`src/rtl/fc_seq_engine.sv`:
```
// rtl/fc_seq_engine.sv - runtime-configurable fully-connected layer sequencer
module fc_seq_engine #(
  parameter int DATA_W = 16,
  parameter int FRAC_W = 8,
  parameter int ADDR_W = 14,
  parameter int CNT_W  = 8,
  parameter int ACC_W  = 40
) (
  input  logic              clk,
  input  logic              reset,
  input  logic              start,
  input  logic [CNT_W-1:0]  num_in,
  input  logic [CNT_W-1:0]  num_out,
  input  logic [ADDR_W-1:0] x_base,
  input  logic [ADDR_W-1:0] w_base,
  input  logic [ADDR_W-1:0] b_base,
  input  logic [ADDR_W-1:0] y_base,
  input  logic              relu_en,
  output logic [ADDR_W-1:0] mem_addr,
  output logic              mem_rd_en,
  input  logic [DATA_W-1:0] mem_rd_data,
  output logic              mem_wr_en,
  output logic [DATA_W-1:0] mem_wr_data,
  output logic              busy,
  output logic              done,
  output logic [CNT_W-1:0]  max_idx,
  output logic [DATA_W-1:0] max_val
);

  typedef enum logic [2:0] {IDLE, BIAS, XRD, WRD, DRAIN, WRITE, FIN} state_t;

  // Tag carried alongside each read so the returning word is routed by what
  // was asked for, two edges after the request was registered.
  typedef enum logic [1:0] {RD_NONE, RD_BIAS, RD_X, RD_W} rd_kind_t;

  localparam int PROD_W = 2 * DATA_W;
  localparam logic signed [ACC_W-1:0] SAT_MAX = {{(ACC_W-DATA_W+1){1'b0}}, {(DATA_W-1){1'b1}}};
  localparam logic signed [ACC_W-1:0] SAT_MIN = {{(ACC_W-DATA_W+1){1'b1}}, {(DATA_W-1){1'b0}}};

  state_t   state, state_nxt;
  rd_kind_t kind_q, kind_d, kind_nxt;

  // Layer configuration latched at the accepted start
  logic [CNT_W-1:0]  n_cfg, m_cfg;
  logic [ADDR_W-1:0] xb_cfg, bb_cfg, yb_cfg;
  logic              relu_cfg;

  // Loop counters and the running weight-row pointer (w_base + j*N)
  logic [CNT_W-1:0]  i_cnt, j_cnt;
  logic [CNT_W:0]    i_inc, j_inc;
  logic [ADDR_W-1:0] w_row;

  // Registered-output next values
  logic [ADDR_W-1:0] addr_nxt;
  logic              rd_nxt, wr_nxt, busy_nxt, done_nxt;

  // Arithmetic
  logic signed [DATA_W-1:0] x_q;
  logic signed [PROD_W-1:0] prod;
  logic signed [ACC_W-1:0]  acc, acc_nxt, acc_shr;
  logic [DATA_W-1:0]        result;

  assign i_inc = {1'b0, i_cnt} + (CNT_W+1)'(1);
  assign j_inc = {1'b0, j_cnt} + (CNT_W+1)'(1);
  assign prod  = x_q * $signed(mem_rd_data);

  // Accumulator update from the word returning this cycle; the WRITE edge
  // consumes the final product (or the bias when N=0) through this path.
  always_comb begin
    acc_nxt = acc;
    case (kind_d)
      RD_BIAS: acc_nxt = ACC_W'($signed(mem_rd_data)) <<< FRAC_W;
      RD_W:    acc_nxt = acc + ACC_W'(prod);
      default: acc_nxt = acc;
    endcase
  end

  // Rescale, saturate to the word range, then optional ReLU
  always_comb begin
    acc_shr = acc_nxt >>> FRAC_W;
    if (acc_shr > SAT_MAX) begin
      result = {1'b0, {(DATA_W-1){1'b1}}};
    end else if (acc_shr < SAT_MIN) begin
      result = {1'b1, {(DATA_W-1){1'b0}}};
    end else begin
      result = acc_shr[DATA_W-1:0];
    end
    if (relu_cfg && result[DATA_W-1]) begin
      result = '0;
    end
  end

  // Next-state and next registered-output decode
  always_comb begin
    state_nxt = state;
    addr_nxt  = mem_addr;
    rd_nxt    = 1'b0;
    wr_nxt    = 1'b0;
    kind_nxt  = RD_NONE;
    busy_nxt  = busy;
    done_nxt  = 1'b0;
    case (state)
      IDLE: begin
        if (start) begin
          busy_nxt  = 1'b1;
          state_nxt = (num_out == '0) ? FIN : BIAS;
        end
      end
      BIAS: begin
        rd_nxt    = 1'b1;
        addr_nxt  = bb_cfg + ADDR_W'(j_cnt);
        kind_nxt  = RD_BIAS;
        state_nxt = (n_cfg == '0) ? DRAIN : XRD;
      end
      XRD: begin
        rd_nxt    = 1'b1;
        addr_nxt  = xb_cfg + ADDR_W'(i_cnt);
        kind_nxt  = RD_X;
        state_nxt = WRD;
      end
      WRD: begin
        rd_nxt    = 1'b1;
        addr_nxt  = w_row + ADDR_W'(i_cnt);
        kind_nxt  = RD_W;
        state_nxt = (i_inc < {1'b0, n_cfg}) ? XRD : DRAIN;
      end
      DRAIN: begin
        state_nxt = WRITE;
      end
      WRITE: begin
        wr_nxt    = 1'b1;
        addr_nxt  = yb_cfg + ADDR_W'(j_cnt);
        state_nxt = (j_inc < {1'b0, m_cfg}) ? BIAS : FIN;
      end
      FIN: begin
        done_nxt  = 1'b1;
        busy_nxt  = 1'b0;
        state_nxt = IDLE;
      end
      default: begin
        state_nxt = IDLE;
        busy_nxt  = 1'b0;
      end
    endcase
  end

  // State register
  always_ff @(posedge clk or negedge reset) begin
    if (!reset) begin
      state <= IDLE;
    end else begin
      state <= state_nxt;
    end
  end

  // Registered memory strobes, status flags and the read-tag pipeline
  always_ff @(posedge clk or negedge reset) begin
    if (!reset) begin
      mem_addr  <= '0;
      mem_rd_en <= 1'b0;
      mem_wr_en <= 1'b0;
      busy      <= 1'b0;
      done      <= 1'b0;
      kind_q    <= RD_NONE;
      kind_d    <= RD_NONE;
    end else begin
      mem_addr  <= addr_nxt;
      mem_rd_en <= rd_nxt;
      mem_wr_en <= wr_nxt;
      busy      <= busy_nxt;
      done      <= done_nxt;
      kind_q    <= kind_nxt;
      kind_d    <= kind_q;
    end
  end

  // Config latch, counters, accumulator, write data and arg-max tracking
  always_ff @(posedge clk or negedge reset) begin
    if (!reset) begin
      n_cfg       <= '0;
      m_cfg       <= '0;
      xb_cfg      <= '0;
      bb_cfg      <= '0;
      yb_cfg      <= '0;
      relu_cfg    <= 1'b0;
      i_cnt       <= '0;
      j_cnt       <= '0;
      w_row       <= '0;
      x_q         <= '0;
      acc         <= '0;
      mem_wr_data <= '0;
      max_idx     <= '0;
      max_val     <= '0;
    end else begin
      acc <= acc_nxt;
      if (kind_d == RD_X) begin
        x_q <= $signed(mem_rd_data);
      end
      case (state)
        IDLE: begin
          if (start) begin
            n_cfg    <= num_in;
            m_cfg    <= num_out;
            xb_cfg   <= x_base;
            bb_cfg   <= b_base;
            yb_cfg   <= y_base;
            relu_cfg <= relu_en;
            w_row    <= w_base;
            j_cnt    <= '0;
            max_idx  <= '0;
            max_val  <= '0;
          end
        end
        BIAS: i_cnt <= '0;
        WRD:  i_cnt <= i_inc[CNT_W-1:0];
        WRITE: begin
          mem_wr_data <= result;
          if ((j_cnt == '0) || ($signed(result) > $signed(max_val))) begin
            max_idx <= j_cnt;
            max_val <= result;
          end
          j_cnt <= j_inc[CNT_W-1:0];
          w_row <= w_row + ADDR_W'(n_cfg);
        end
        default: ;
      endcase
    end
  end

endmodule
```
`config.mk`:
```
export PLATFORM = sky130hd
export DESIGN_NAME = fc_seq_engine
export DESIGN_NICKNAME = d
export VERILOG_FILES = /design/src/rtl/fc_seq_engine.sv
export SDC_FILE = /design/constraint.sdc
export NUM_CORES = 1
export LEC_CHECK = 0
export BUFFER_PORTS_ARGS = -buffer_cell sky130_fd_sc_hd__buf_2
export CAP_MARGIN = 20
export CORE_MARGIN = 2
export CORE_UTILIZATION = 50
export CTS_CLUSTER_DIAMETER = 200
export DETAILED_ROUTE_END_ITERATION = 6
export HOLD_SLACK_MARGIN = 0.03
export MAX_ROUTING_LAYER = met4
export PLACE_DENSITY = 0.68
export SETUP_SLACK_MARGIN = 0.05
export SYNTH_ARGS = -nofsm -noshare
export SYNTH_HDL_FRONTEND = slang
export SYNTH_SLANG_ARGS = --single-unit
```
`constraint.sdc`:
```
create_clock -name clk -period 12.9 [get_ports clk]
set_input_delay 0.645 -clock clk [delete_from_list [all_inputs] [get_ports clk]]
set_output_delay 0.645 -clock clk [all_outputs]
set_load 0.02 [all_outputs]
```
==> reports/metrics.yaml <==
dp_hpwl_mm: 51.41
grt_pass1_vias: 20390
hp-class: "in -> async"
skew_ns: 0.01585
cp_num_buf_inv: 5
clk_pin_slew_worst_paths_ns: 0.06
r2r_start: "x_q[15]"
yosysSeqAreaShare_pct: 21.65
tns_ns: 0
h-tree-depth: 1
drt-initial-drc-count: 1309
drc: 0
finalSetupViolations: 0
netlist_instances: 2733
synthArstFlopShare_pct: 100.0
portBuffers: 149
grt_pass1_wl_mm: 111.1
clk_latency_ns: 0.58
core_region_area_mm2: 0.04785
postCtsSetupBuffers: 0
finalCritPeriodShare_pct: 87.05
synth-seq-cells: 210
rsz0062_at_grt: "no"
max_cap_viol_count: 0
syn_to_final_growth_pct: 8.437
r2r-end: "max_val[2]"
nets: 3403
crit_type: "reg -> reg"
grt_antenna_before_repair: 1
die_x_um: 224.4
holdBufCountCts: 0
wl_per_cell_um: 19.26
vias: 19210
slew_viol_final: 0
crit_family: "adder cells"
cp-start-kind: "register"
synth_edf_count: 0
yosysWarnings: 0
gp_congestion: 0.9315
min_period_ns: 11.23
rrSetupSlack_ns: 1.67
clk_path_buf_depth: 3
max_slew_margin_pct: 29.25
initial_core_util_pct: 50.74
row_count: 80
cts_resized: 0
avgViaCountPerCell: 5.581
tightest_slew_ns: 1.056
wirelength_mm: 66.28
slowest_stage: "o21ai_4"
overflow: 0
critPathMaxStageDelay_ns: 0.80
diodes: 0
ys.flop_type: "dfrtp_1"
clock_sinks: 210
cts_made_buffers: 27
cts_tree: "yes"
hold_viol_final: 0
dr.pass1.iters: 7
outcome: "finished, final reports clean"
drtAntennaViolNets: 0
clockRootBuffer: "clkbuf_16"
drive_gt1_share_pct: 9.236
crit_required_ns: 13.38
grt_use_total_pct: 28.59
avgSynthCellArea_um2: 8.883
synth_fp_nets: 3330
fmax_mhz: 89.05
end_kind: "register"
dieArea_mm2: 0.05033
grt_max_degree: 105
die-height_um: 224.4
crit_path_max_fanout: 18
critPathMostFrequentCell: "fa_1"
cp.arrival_ns: 11.71
reg2regPathDepth: 35
syn-cell-area_mm2: 0.02428
io-pin-count: 150
synth.distinct_cells: 79
## synthesized netlist by cell type (all sizes together), types with 4 or more instances
master / instances / area (um^2)
o21bai: 9 / 67.56
inv: 479 / 1798
buf: 24 / 153.9
o21a: 16 / 120.1
a41oi: 4 / 35.03
nand4: 15 / 93.84
or3: 7 / 43.79
and2: 128 / 800.8
nor2: 137 / 514.2
a31oi: 25 / 156.4
dfrtp: 210 / 5255
o22ai: 6 / 37.54
a21boi: 8 / 60.06
a21o: 25 / 187.7
fa: 333 / 6666
ha: 172 / 2152
nor4: 9 / 71.32
a22o: 8 / 70.07
nand3: 52 / 260.3
o21ai: 110 / 561.8
clkbuf: 95 / 357.8
o311ai: 4 / 35.04
a22oi: 5 / 37.54
mux2: 17 / 191.4
a21oi: 111 / 574.3
nor3: 31 / 155.2
nor2b: 15 / 93.84
mux2i: 28 / 280.3
o211ai: 12 / 90.09
xnor2: 47 / 411.6
nand2: 440 / 1652
o31ai: 24 / 185.2
nand2b: 9 / 56.30
a211oi: 27 / 262.8
xor2: 24 / 210.2
and3: 11 / 68.82
## final cells by class
cell class | count | area [um^2]
Fill cell | 4336 | 21520
Tap cell | 615 | 769.5
Clock inverter | 18 | 200.2
Sequential cell | 210 | 5255
Multi-Input combinational cell | 1919 | 16700
Inverter | 482 | 1809
Clock buffer | 31 | 710.7
Timing Repair Buffer | 166 | 883.3
## how the worst max path moves through the flow
| stage | from | endpoint | slack, ns | cells after the start |
|---|---|---|---|---|
| floorplan | mem_rd_data[10] | max_val[15] | 3.12 | 40 |
| global placement | mem_rd_data[15] | max_val[2] | 1.68 | 34 |
| detailed placement | mem_rd_data[15] | max_val[2] | 1.34 | 34 |
| CTS | x_q[15] | max_val[2] | 1.74 | 34 |
| global route | x_q[15] | max_val[2] | 0.74 | 35 |
| finish | x_q[15] | max_val[2] | 1.67 | 35 |
## layer usage
layer,share of wire [%],GRT usage (%),wire length (um)
met1,44,38.15,28890
met2,47,45.63,31410
met3,5.8,4.259,3823
met4,3.3,8.267,2166
met5,0,-,0
## cell families (layout without fill, tap and decap cells)
group                    after synthesis  after routing  share of synthesized area [%]
AND/OR/NAND/NOR                      874            874                          16.43
buffers and inverters                604            697                          9.669
adder cells (fa/ha/maj)              505            505                          36.32
AO/OA/AOI/OAI                        424            424                          11.43
flip-flops                           210            210                          21.65
XOR/XNOR                              71             71                          2.561
multiplexers                          45             45                          1.943
## registers in the layout, summed over array words and instances (netlist names)
signal       cells
xb_cfg          14
done             1
kind_d           2
n_cfg            8
kind_q           2
x_q             16
relu_cfg         1
mem_rd_en        1
j_cnt            8
yb_cfg          14
w_row           14
mem_wr_data     16
mem_addr        14
state            3
max_val         16
bb_cfg          14
busy             1
m_cfg            8
acc             40
max_idx          8
i_cnt            8
mem_wr_en        1
## stage by stage
stage | area [um^2] | hold WS (ns) | instances | utilization [%] | setup WS [ns]
finish | 26330 | 0.08569 | 3441 | 55.02 | 1.671
global route | 26330 | 0.1457 | 3441 | 55.02 | 0.7446
CTS | 26330 | 0.1416 | 3441 | 55.02 | 1.739
detailed placement | 25410 | 0.3347 | 3392 | 53.12 | 1.339
global placement | 25410 | 0.3323 | 3392 | 53.12 | 1.682
floorplan | 24280 | 0.3312 | 2733 | - | 3.120
## cells in the final DEF (no fill, tap or decap), types with 52 or more instances in the layout
master and n:
a21oi_1 106, and2_1 127, nor2_1 137, nand2_1 440, inv_1 478, nand3_1 52
buf_2 148, o21ai_0 106, dfrtp_1 210, ha_1 172, fa_1 333
Power is left out: the tool's default activity adds up to more than one toggle a clock period on the data nets, which glitch-free logic cannot reach.
